`config.mk`:
```
export PLATFORM = sky130hd
export DESIGN_NAME = lcd_host_seq_flat
export DESIGN_NICKNAME = d
export VERILOG_FILES = /design/src/rtl/lcd_pkg.sv /design/src/rtl/lcd_host_seq_if.sv /design/src/rtl/lcd_wb_monitor.sv /design/src/rtl/lcd_host_seq.sv /design/src/flat_wrapper.sv
export SDC_FILE = /design/constraint.sdc
export NUM_CORES = 1
export LEC_CHECK = 0
export BUFFER_PORTS_ARGS = -buffer_cell sky130_fd_sc_hd__clkbuf_2
export CAP_MARGIN = 20
export CORE_UTILIZATION = 48
export CTS_CLUSTER_DIAMETER = 150
export CTS_CLUSTER_SIZE = 14
export DETAILED_ROUTE_END_ITERATION = 7
export PLACE_DENSITY = 0.79
export SETUP_SLACK_MARGIN = 0.02
export SLEW_MARGIN = 30
export SYNTH_ARGS = -nofsm -noshare
export SYNTH_HDL_FRONTEND = slang
export SYNTH_SLANG_ARGS = --single-unit
```
`constraint.sdc`:
```
create_clock -name clk -period 2.26 [get_ports clk]
set_clock_uncertainty 0.2 [all_clocks]
set_input_delay 0.678 -clock clk [delete_from_list [all_inputs] [get_ports clk]]
set_output_delay 0.678 -clock clk [all_outputs]
set_load 0.05 [all_outputs]
```
`src/rtl/lcd_pkg.sv`:
```
// Shared definitions for the LCD host sequencer: command codes, host FSM states
// and the default number of write-back pixels.
package lcd_pkg;

    localparam logic [3:0] WR    = 4'h0;
    localparam logic [3:0] UP    = 4'h1;
    localparam logic [3:0] DOWN  = 4'h2;
    localparam logic [3:0] LEFT  = 4'h3;
    localparam logic [3:0] RIGHT = 4'h4;
    localparam logic [3:0] MAX   = 4'h5;
    localparam logic [3:0] MIN   = 4'h6;
    localparam logic [3:0] AVG   = 4'h7;
    localparam logic [3:0] CCWR  = 4'h8;
    localparam logic [3:0] CWR   = 4'h9;
    localparam logic [3:0] MX    = 4'hA;
    localparam logic [3:0] MY    = 4'hB;

    localparam int PIX_N_DEF = 64;

    typedef enum logic [2:0] {
        S_IDLE, S_INIT_WAIT, S_ISSUE, S_GUARD, S_CMD_WAIT, S_WRITEOUT, S_FINISH
    } host_state_e;

    function automatic logic cmd_legal(input logic [3:0] c);
        return c <= MY;
    endfunction

endpackage

```
`src/rtl/lcd_host_seq_if.sv`:
```
// Command handshake and IRAM write-back observation bundle between the host
// sequencer (master) and the LCD controller (slave).
interface lcd_host_seq_if;
    logic [3:0] cmd;
    logic       cmd_valid;
    logic       busy;
    logic       done;
    logic       IRAM_valid;
    logic [5:0] IRAM_A;
    logic [7:0] IRAM_D;

    modport master (output cmd, cmd_valid,
                    input  busy, done, IRAM_valid, IRAM_A, IRAM_D);
    modport slave  (input  cmd, cmd_valid,
                    output busy, done, IRAM_valid, IRAM_A, IRAM_D);
endinterface

```
`src/rtl/lcd_wb_monitor.sv`:
```
// IRAM write-back monitor: saturating pixel counter, address-order check and,
// when LCD_HOST_CHECKSUM_EN is defined, a modulo-2^16 data checksum.
module lcd_wb_monitor (
    input  logic        clk,
    input  logic        reset,
    input  logic        clr_i,
    input  logic        en_i,
    input  logic        valid_i,
    input  logic [5:0]  addr_i,
    input  logic [7:0]  data_i,
    output logic [6:0]  pix_cnt_o,
    output logic [6:0]  cnt_next_o,
    output logic [15:0] checksum_o,
    output logic        addr_err_o
);
    logic [6:0] cnt_q, cnt_d;
    logic       wr;

    assign wr = en_i && valid_i;

    always_comb begin
        cnt_d = cnt_q;
        if (clr_i)
            cnt_d = '0;
        else if (wr && cnt_q != 7'd127)
            cnt_d = cnt_q + 7'd1;
    end

    always_ff @(posedge clk) begin
        if (reset) cnt_q <= '0;
        else       cnt_q <= cnt_d;
    end

    // Pixel k is expected at address k, so compare against the pre-increment count.
    assign addr_err_o = wr && (addr_i != cnt_q[5:0]);
    assign pix_cnt_o  = cnt_q;
    assign cnt_next_o = cnt_d;

`ifdef LCD_HOST_CHECKSUM_EN
    logic [15:0] sum_q, sum_d;

    always_comb begin
        sum_d = sum_q;
        if (clr_i)   sum_d = '0;
        else if (wr) sum_d = sum_q + {8'd0, data_i};
    end

    always_ff @(posedge clk) begin
        if (reset) sum_q <= '0;
        else       sum_q <= sum_d;
    end

    assign checksum_o = sum_q;
`else
    logic unused_data;
    assign unused_data = ^data_i;
    assign checksum_o  = '0;
`endif

endmodule

```
`src/rtl/lcd_host_seq.sv`:
```
// LCD host sequencer: fetches commands from a command memory, issues them over
// the cmd/busy handshake, then checks the IRAM write-back (LCD_HOST_CHECKSUM_EN).
module lcd_host_seq
    import lcd_pkg::*;
#(
    parameter int CMD_AW = 5,
    parameter int PIX_N  = PIX_N_DEF
) (
    input  logic              clk,
    input  logic              reset,
    input  logic              start,
    output logic [CMD_AW-1:0] cmd_rom_addr,
    input  logic [3:0]        cmd_rom_q,
    lcd_host_seq_if.master    ctl,
    output logic              finished,
    output logic              err,
    output logic [6:0]        pix_cnt,
    output logic [15:0]       checksum
);
    host_state_e       state_q, state_d;
    logic [CMD_AW-1:0] addr_q, addr_d;
    logic [3:0]        cmd_q, cmd_d;
    logic              vld_q, vld_d;
    logic              err_q, err_d;
    logic              fin_q, fin_d;
    logic              wrap_q, wrap_d;
    logic              clr;
    logic              addr_err;
    logic [6:0]        cnt_next;

    lcd_wb_monitor u_mon (
        .clk        (clk),
        .reset      (reset),
        .clr_i      (clr),
        .en_i       (state_q == S_WRITEOUT),
        .valid_i    (ctl.IRAM_valid),
        .addr_i     (ctl.IRAM_A),
        .data_i     (ctl.IRAM_D),
        .pix_cnt_o  (pix_cnt),
        .cnt_next_o (cnt_next),
        .checksum_o (checksum),
        .addr_err_o (addr_err)
    );

    always_comb begin
        state_d = state_q;
        addr_d  = addr_q;
        cmd_d   = cmd_q;
        vld_d   = 1'b0;
        err_d   = err_q;
        fin_d   = fin_q;
        wrap_d  = wrap_q;
        clr     = 1'b0;
        case (state_q)
            S_IDLE: if (start) begin
                addr_d  = '0;
                err_d   = 1'b0;
                fin_d   = 1'b0;
                wrap_d  = 1'b0;
                clr     = 1'b1;
                state_d = S_INIT_WAIT;
            end
            // Command is latched here so cmd/cmd_valid are registered in ISSUE.
            S_INIT_WAIT, S_CMD_WAIT: if (!ctl.busy) begin
                vld_d   = 1'b1;
                state_d = S_ISSUE;
                if (wrap_q) begin
                    cmd_d = WR;
                end else if (!cmd_legal(cmd_rom_q)) begin
                    cmd_d = WR;
                    err_d = 1'b1;
                end else begin
                    cmd_d = cmd_rom_q;
                end
            end
            S_ISSUE: begin
                if (cmd_q == WR) begin
                    state_d = S_WRITEOUT;
                end else begin
                    addr_d  = addr_q + 1'b1;
                    state_d = S_GUARD;
                    if (addr_q == '1) begin
                        wrap_d = 1'b1;
                        err_d  = 1'b1;
                    end
                end
            end
            S_GUARD: state_d = S_CMD_WAIT;
            S_WRITEOUT: begin
                if (addr_err) err_d = 1'b1;
                if (ctl.done) begin
                    fin_d   = 1'b1;
                    state_d = S_FINISH;
                    if (cnt_next != 7'(PIX_N)) err_d = 1'b1;
                end
            end
            S_FINISH: state_d = S_IDLE;
            default:  state_d = S_IDLE;
        endcase
    end

    always_ff @(posedge clk) begin
        if (reset) begin
            state_q <= S_IDLE;
            addr_q  <= '0;
            cmd_q   <= WR;
            vld_q   <= 1'b0;
            err_q   <= 1'b0;
            fin_q   <= 1'b0;
            wrap_q  <= 1'b0;
        end else begin
            state_q <= state_d;
            addr_q  <= addr_d;
            cmd_q   <= cmd_d;
            vld_q   <= vld_d;
            err_q   <= err_d;
            fin_q   <= fin_d;
            wrap_q  <= wrap_d;
        end
    end

    assign cmd_rom_addr  = addr_q;
    assign ctl.cmd       = cmd_q;
    assign ctl.cmd_valid = vld_q;
    assign err           = err_q;
    assign finished      = fin_q;

endmodule

```
`src/flat_wrapper.sv`:
```
// flat-port wrapper written by rule: the top's interface ports become plain ports
module lcd_host_seq_flat import lcd_pkg::*;
#(
    parameter int CMD_AW = 5,
    parameter int PIX_N  = PIX_N_DEF
)
  (clk, reset, start, cmd_rom_addr, cmd_rom_q, finished, err, pix_cnt, checksum, ctl_cmd, ctl_cmd_valid, ctl_busy, ctl_done, ctl_IRAM_valid, ctl_IRAM_A, ctl_IRAM_D);
  lcd_host_seq_if ctl_i ();
  input  logic clk;
  input  logic reset;
  input  logic start;
  output logic [CMD_AW-1:0] cmd_rom_addr;
  input  logic [3:0] cmd_rom_q;
  output logic finished;
  output logic err;
  output logic [6:0] pix_cnt;
  output logic [15:0] checksum;
  output wire logic [$bits(ctl_i.cmd)-1:0] ctl_cmd;
  output wire logic [$bits(ctl_i.cmd_valid)-1:0] ctl_cmd_valid;
  input wire logic [$bits(ctl_i.busy)-1:0] ctl_busy;
  input wire logic [$bits(ctl_i.done)-1:0] ctl_done;
  input wire logic [$bits(ctl_i.IRAM_valid)-1:0] ctl_IRAM_valid;
  input wire logic [$bits(ctl_i.IRAM_A)-1:0] ctl_IRAM_A;
  input wire logic [$bits(ctl_i.IRAM_D)-1:0] ctl_IRAM_D;
  assign ctl_cmd = ctl_i.cmd;
  assign ctl_cmd_valid = ctl_i.cmd_valid;
  assign ctl_i.busy = ctl_busy;
  assign ctl_i.done = ctl_done;
  assign ctl_i.IRAM_valid = ctl_IRAM_valid;
  assign ctl_i.IRAM_A = ctl_IRAM_A;
  assign ctl_i.IRAM_D = ctl_IRAM_D;
  lcd_host_seq #(.CMD_AW(CMD_AW), .PIX_N(PIX_N)) u_core (.clk(clk), .reset(reset), .start(start), .cmd_rom_addr(cmd_rom_addr), .cmd_rom_q(cmd_rom_q), .ctl(ctl_i), .finished(finished), .err(err), .pix_cnt(pix_cnt), .checksum(checksum));
endmodule
```
Word level (Yosys, flattened, before mapping)
Cells that the tools add are included.

storage, ports and cells
  input port bits = 24
  output and inout bits = 35
  bits in registers = 23
  word-level logic and storage cells = 73

cells by class
  mux-type cells = 28
  magnitude comparators = 1
  reductions and logical operators = 16
  equal/unequal tests = 16
  add/subtract/negate cells = 2
  bitwise logic cells = 2

operators by type and width
  cell                                                    number
  case mux 3 bit (5 select lines)                         1
  two-way mux 7 bit                                       2
  inequality test 7 bit (second input constant)           2
  two-way mux 1 bit                                       13
  two-way mux 3 bit                                       4
  inequality test 2 bit (second input constant)           6
  two-way mux 5 bit                                       2
  case mux 5 bit (2 select lines)                         1
  AND reduction 3 bit                                     3
  two-way mux 4 bit                                       2
  adder 7 x 1 -> 7 bit (second input constant)            1
  AND reduction 7 bit                                     1
  == test 3 x 2 -> 1 bit (second input constant)          2
  == test 3 bit (second input constant)                   2
  inequality test 6 bit                                   1
  adder 5 x 1 -> 5 bit (second input constant)            1
  == test 5 bit (second input constant)                   1
  less-or-equal comparator 4 bit (second input constant)  1
  logical NOT 4 bit                                       1
  case mux 1 bit (2 select lines)                         2
  case mux 1 bit (4 select lines)                         1
  AND reduction 4 bit                                     1
  nonzero test 2 bit                                      2
  nonzero test 4 bit                                      1
  other kinds (7)                                         11

Longest topological paths before layout
Gate-level depths: netlist of the first run.

  depth after elaboration = 9
  depth in mapped cells = 7
  depth with buffers taken out = 6

Hierarchy
From an unflattened synthesis of the first run, not the netlist that was laid out.

second synthesis, totals
  cell total of the unflattened synthesis = 178
  area total of the unflattened synthesis = 1,516.5 µm²

by module, submodules not included
  module          area an instance (µm²)  instances  cells each
  lcd_host_seq    812.0                   1          95
  lcd_wb_monitor  704.4                   1          83

Worst setup path after synthesis of the first run
OpenSTA, ideal clock, no wires.

  path kind = flip-flop to flip-flop
  start = register u_core.u_mon.cnt_q[0], in the netlist u_core.u_mon.pix_cnt_o[0]
  end = register u_core.err_q, in the netlist u_core.err
  stages on the path, launching flop included = 7
  arrival = 2.118 ns
  clock period less this slack = 2.403 ns
  slack = -0.143 ns
  path through = dfxtp_1 -> ha_1 -> nand4_1 -> o21ai_0 -> mux2i_1 -> o41ai_2 -> a211oi_1

between the ends
  longest elaborated chain between the ends = 8
  elaborated cells between the ends (all ways) = 12
  classes of those cells = add/sub: 1; eq/ne: 3; mux: 6; reduce/logical: 2

ends and longest elaborated chain
  element                                                       RTL line              text
  start: declaration                                            lcd_wb_monitor.sv:16  logic [6:0] cnt_q, cnt_d;
  start signal: assignment                                      lcd_wb_monitor.sv:31  else cnt_q <= cnt_d;
  branches (longest 6 deep; another with adder 7 x 1 -> 7 bit)  --
  two-way mux 1 bit *                                           lcd_host_seq.sv:91    if (ctl.done) begin
  case mux 1 bit (4 select lines) *                             lcd_host_seq.sv:54    case (state_q)
  end signal: assignment                                        lcd_host_seq.sv:116   err_q <= err_d;
  end: declaration                                              lcd_host_seq.sv:24    logic err_q, err_d;

Every way passes the cells marked *.
A chain may end at the register's enable or synchronous reset.

Worst setup path after layout of the first run
  start = register u_core.u_mon.cnt_q[3], in the netlist u_core.u_mon.pix_cnt_o[3]
  end = output pix_cnt[3]

RTL lines
  element           RTL line            text
  end: declaration  flat_wrapper.sv:16  output logic [6:0] pix_cnt;

No word-level cell between the ends.

==> impl_metrics.ini, run 1 <==
[timing]
fmax_mhz = 473
hold_ws_ns = 0.282
setup_violations = 0
finalSetupTns_ns = 0
fin_crit_sh_pct = 93.6
hold_violations = 0
period_minus_slack_ns = 2.12
fin_ws_ns = 0.144
rsz0062_at_grt = no
slew_viol_final = 0

[layout]
layout_common_cells = 34 x clkbuf_2, 25 x nor2_1, 21 x dfxtp_1
syn2layout_area_growth_pct = 13.6
nets = 244
fillers = 270
utilization_pct = 58.9
layout-drive-gt1-share_pct = 26.9
ff_latch_area_sq_um = 463
multi_input_area_sq_um = 862
diodes = 0
final_common_cell = clkbuf_2

[placed_design]
portBuffers = 34
gp_congestion = 0.860
hpwl_mm = 2.13
dp_worst_setup_slack_ns = -0.0801

[drt]
remaining_drc_errors = 6
vias = 1285
postRouteAntennaNets = 0
drt-total-wl_mm = 2.81
route.detailed.wl_per_inst_um = 11.4
viasPerCell = 5.20
dr.pass1.iters = 6
drtIter0Drc = 41

[clocking]
cts_resized = 0
clk_pin_slew_ns = 0.13
cts_root_buffer = clkbuf_4
post_cts_buffers = 0
insertion_delay_ns = 0.32
ctsHtreeMaxLevel = 1
cts_buffers = 3
cts_sinks = 23
tritoncts = yes
cts_buffer_depth = 2
hold_buffers = 0

[synth]
syn_area_sq_um = 1450
synth_ff_type = dfxtp_1
ys_seq_area_share_pct = 31.7
syn_area_per_cell_sq_um = 8.08
synth_cells = 180
synth_warnings = 0
ys_async_sr_fraction_pct = 0
ys_types = 40
synth_edf_count = 0
ys_ff_latch = 23

[floorplanning]
start_util_pct = 51.8
rows = 19
die_h_um = 57.0
die_w_um = 57.0
io_pins = 59
dieArea_sq_um = 3250
coreArea_sq_um = 2810

[power]
power_w = 0.00125
powerDensity_nw_per_um2 = 757
leakage_nw = 0.761
ir_drop_uv = 426

[global_route]
groute.usage.overall_pct = 18.5
antenna_found_initial = 0
grt_max_degree = 15
grt_pass1_wl_mm = 4.72
grt_overflow = 0
grt_pass1_vias = 1085

[run]
maxCapViolations = 0

[worst_setup_path]
crit_path_end_kind = output pin
path_cells = clkbuf_2
crit_family = flip-flops
crit_slowest_cell = dfxtp_1
worst-endpoint-required_ns = 1.38
crit_path_start_kind = register
crit_type = register to output pin
critical_path_buf_inv_count = 1
critPathArrivalTime_ns = 1.24
worstPathMaxFanout = 10
max_stage_delay_ns = 0.57

[hold_path]
hp-class = register to register

[run_status]
status = finished with violations
violations = DRC
stage by stage:
step                area [sq um]  instances
global route                1650        247
floorplan                   1510        195
global placement            1620        243
CTS                         1650        247
detailed placement          1620        243
finish                      1650        247
power by group:
group | internal (W) | switching (W)
combinational | 0.000188 | 0.000385
sequential | 0.000450 | 0.0000274
clock | 0.0000664 | 0.000133
path summary, 6_finish.rpt:
path / startpoint / end / slack [ns] / cells past startpoint
hold / removal: u_core.ctl.cmd[0] / u_core.ctl.cmd[0] / 0.28 / 2
setup reg to reg: u_core.u_mon.pix_cnt_o[0] / u_core.err / 0.24 / 6
setup / recovery: u_core.u_mon.pix_cnt_o[3] / pix_cnt[3] / 0.14 / 1
hold reg to reg: u_core.ctl.cmd[0] / u_core.ctl.cmd[0] / 0.28 / 2
registers in the layout, indices dropped and copies added, names as in the netlist:
signal and count:
u_core.finished 1, u_core.cmd_rom_addr 5, u_core.u_mon.pix_cnt_o 7, u_core.ctl.cmd_valid 1
u_core.err 1, u_core.state_q 3, u_core.wrap_q 1, u_core.ctl.cmd 4
cell families (layout without fill, tap and decap cells):
family	after synthesis	in the layout	share of synthesized area, %
mux	8	8	5.85
xor+xnor	11	11	6.63
flops	23	23	31.7
other cells	1	16	0.258
fa+ha+maj	3	3	2.58
simple gates	74	74	27.1
buf+inv	30	51	12.9
compound gates	30	30	13.0
layout make-up:
| class | instances | area share, % |
|---|---|---|
| timing repair buffer | 45 | 15.3 |
| inverter | 2 | 0.455 |
| clock inverter | 1 | 0.303 |
| tap | 31 | 2.35 |
| sequential | 23 | 28.0 |
| multi-input combinational | 142 | 52.2 |
| clock buffer | 3 | 1.36 |
Yosys cell counts (3+ instances only):
cell type  instances  area share, %
a21oi_1           15            5.2
nand3_1            5            1.7
nand4_1            5            2.2
clkbuf_1           4            1.0
ha_1               3            2.6
buf_2              6            2.1
nor3_1             3            1.0
xnor2_1            6            3.6
a211oi_1           3            1.5
buf_4             18            9.3
nor4b_1            3            1.8
nand2_1           13            3.4
dfxtp_1           23             32
or2_2              3            1.3
nor2_1            25            6.5
mux2i_1            7            4.8
o21ai_0            4            1.4
xor2_1             5            3.0
layer usage:
layer,global-route usage (%),share of wire (%),up-vias
met5,0,0,-
met1,26.8,49,583
met4,9.06,1.7,0
met2,26.9,45,32
met3,2.49,4.1,5
li1,-,-,665
No activity file was read; power rests on OpenSTA's default activity.
==> inputs of run 2 (changes only) <==
--- a/config.mk
+++ b/config.mk
@@ -11,7 +11,8 @@
 export CTS_CLUSTER_DIAMETER = 150
 export CTS_CLUSTER_SIZE = 14
 export DETAILED_ROUTE_END_ITERATION = 7
-export PLACE_DENSITY = 0.79
+export GPL_TIMING_DRIVEN = 0
+export PLACE_DENSITY = 0.89
 export SETUP_SLACK_MARGIN = 0.02
 export SLEW_MARGIN = 30
 export SYNTH_ARGS = -nofsm -noshare
==> impl_metrics.ini, run 2 (synthesized netlist as in run 1, its figures left out) <==
[layout]
diodes = 0
syn2layout_area_growth_pct = 20.6
layout_common_cells = 34 x clkbuf_2, 25 x nor2_1, 21 x dfxtp_1
nets = 261
fillers = 263
final_common_cell = clkbuf_2
fin_cells = 264
layout-drive-gt1-share_pct = 30.9
largest_reg_flops = 7

[drt]
postRouteAntennaNets = 0
drtIter0Drc = 41
route.detailed.wl_per_inst_um = 10.7
dr_wl_met2_mm = 1.32
drt-total-wl_mm = 2.83
wl_met3_um = 113
viasPerCell = 4.98
dr.pass1.iters = 6
remaining_drc_errors = 4
highest_layer = met4
routedLengthMet1_mm = 1.34
vias = 1314

[clocking]
cts_buffer_depth = 2
cts_sinks = 23
hold_buffers = 0
cts_root_buffer = clkbuf_4
insertion_delay_ns = 0.32
cts_buffers = 3
clk_pin_slew_ns = 0.13
tritoncts = yes
ctsHtreeMaxLevel = 1

[timing]
hold_ws_ns = 0.271
setup_violations = 0
fmax_mhz = 495
period_minus_slack_ns = 2.02
fin_crit_sh_pct = 89.3
rsz0062_at_grt = no
slew_viol_final = 0
hold_violations = 0

[global_route]
grt_overflow = 0
grt_max_degree = 14
antenna_found_initial = 0
groute.usage.overall_pct = 18.7
grt_pass1_vias = 1101
grt_pass1_wl_mm = 4.71

[worst_setup_path]
timing.rr.start = u_core.state_q[1]
critPathArrivalTime_ns = 2.02
worstPathMaxFanout = 8
worst-endpoint-required_ns = 2.26
crit_start = u_core.state_q[1]
crit_type = register to register
crit_path_start_kind = register
crit_path_end_kind = register

[floorplanning]
die_w_um = 57.0
die_h_um = 57.0
rows = 19
coreArea_sq_um = 2810
start_util_pct = 51.8
dieArea_sq_um = 3250
io_pins = 59

[placed_design]
place_inst = 260
hpwl_mm = 2.16
gp_congestion = 0.879
portBuffers = 34

[hold_path]
hp-class = register to register
hold_path_startpoint = u_core.ctl.cmd[1]

[power]
power_w = 0.00124
powerDensity_nw_per_um2 = 709
leakage_nw = 0.843
ir_drop_uv = 496

[run]
maxCapViolations = 0

[run_status]
violations = DRC
status = finished with violations
## run 2: repair_timing
action | 4_1_cts | 5_1_grt
setup buffers | 0 | 0
endpoints found under the hold margin | 0 | 0
resized for setup | 0 | 2
setup endpoints to repair | 0 | 1
## run 2: per-stage QoR
step                worst slack, ns  util (%)  area (sq um)  TNS (ns)
global placement            -0.0413      61.4          1720   -0.0413
finish                        0.241      62.5          1750         0
floorplan                    0.0505         -          1510         0
detailed placement          -0.0634      61.4          1720   -0.0634
global route                 0.0640      62.5          1750         0
CTS                          0.0257      62.4          1750         0
## run 2: layout make-up
type | instances | area (sq um) | area share [%]
clock inverter | 1 | 5.00 | 0.286
tap | 31 | 38.8 | 2.21
sequential | 23 | 463 | 26.4
inverter | 2 | 7.51 | 0.428
buffer | 28 | 180 | 10.3
timing repair buffer | 34 | 170 | 9.71
multi-input combinational | 142 | 866 | 49.4
clock buffer | 3 | 22.5 | 1.28
## run 2: worst paths after layout
check        depth (start not counted)  slack, ns                 to
max                                  6       0.24         u_core.err
min                                  2       0.27  u_core.ctl.cmd[1]
max reg2reg                          6       0.24         u_core.err
min reg2reg                          2       0.27  u_core.ctl.cmd[1]
## run 2: power by group
part / switching, W / internal (W) / leakage, nW
combinational: 0.000376 / 0.000180 / 0.638
sequential: 0.0000375 / 0.000451 / 0.187
clock: 0.000132 / 0.0000663 / 0.0177
total: 0.000546 / 0.000697 / 0.843
## run 2: per-layer routing
layer,up-vias,track usage [%]
li1,701,-
met1,582,24.6
met2,27,28.9
met3,4,2.49
met4,0,12.2
met5,-,0
## run 2: critical path, stage by stage (launching register included)
cell      delay [ns]
dfxtp_1         0.38
and4b_1         0.27
buf_4           0.16
nand4_4         0.12
mux2_4          0.33
o41ai_2         0.33
a211oi_1        0.11
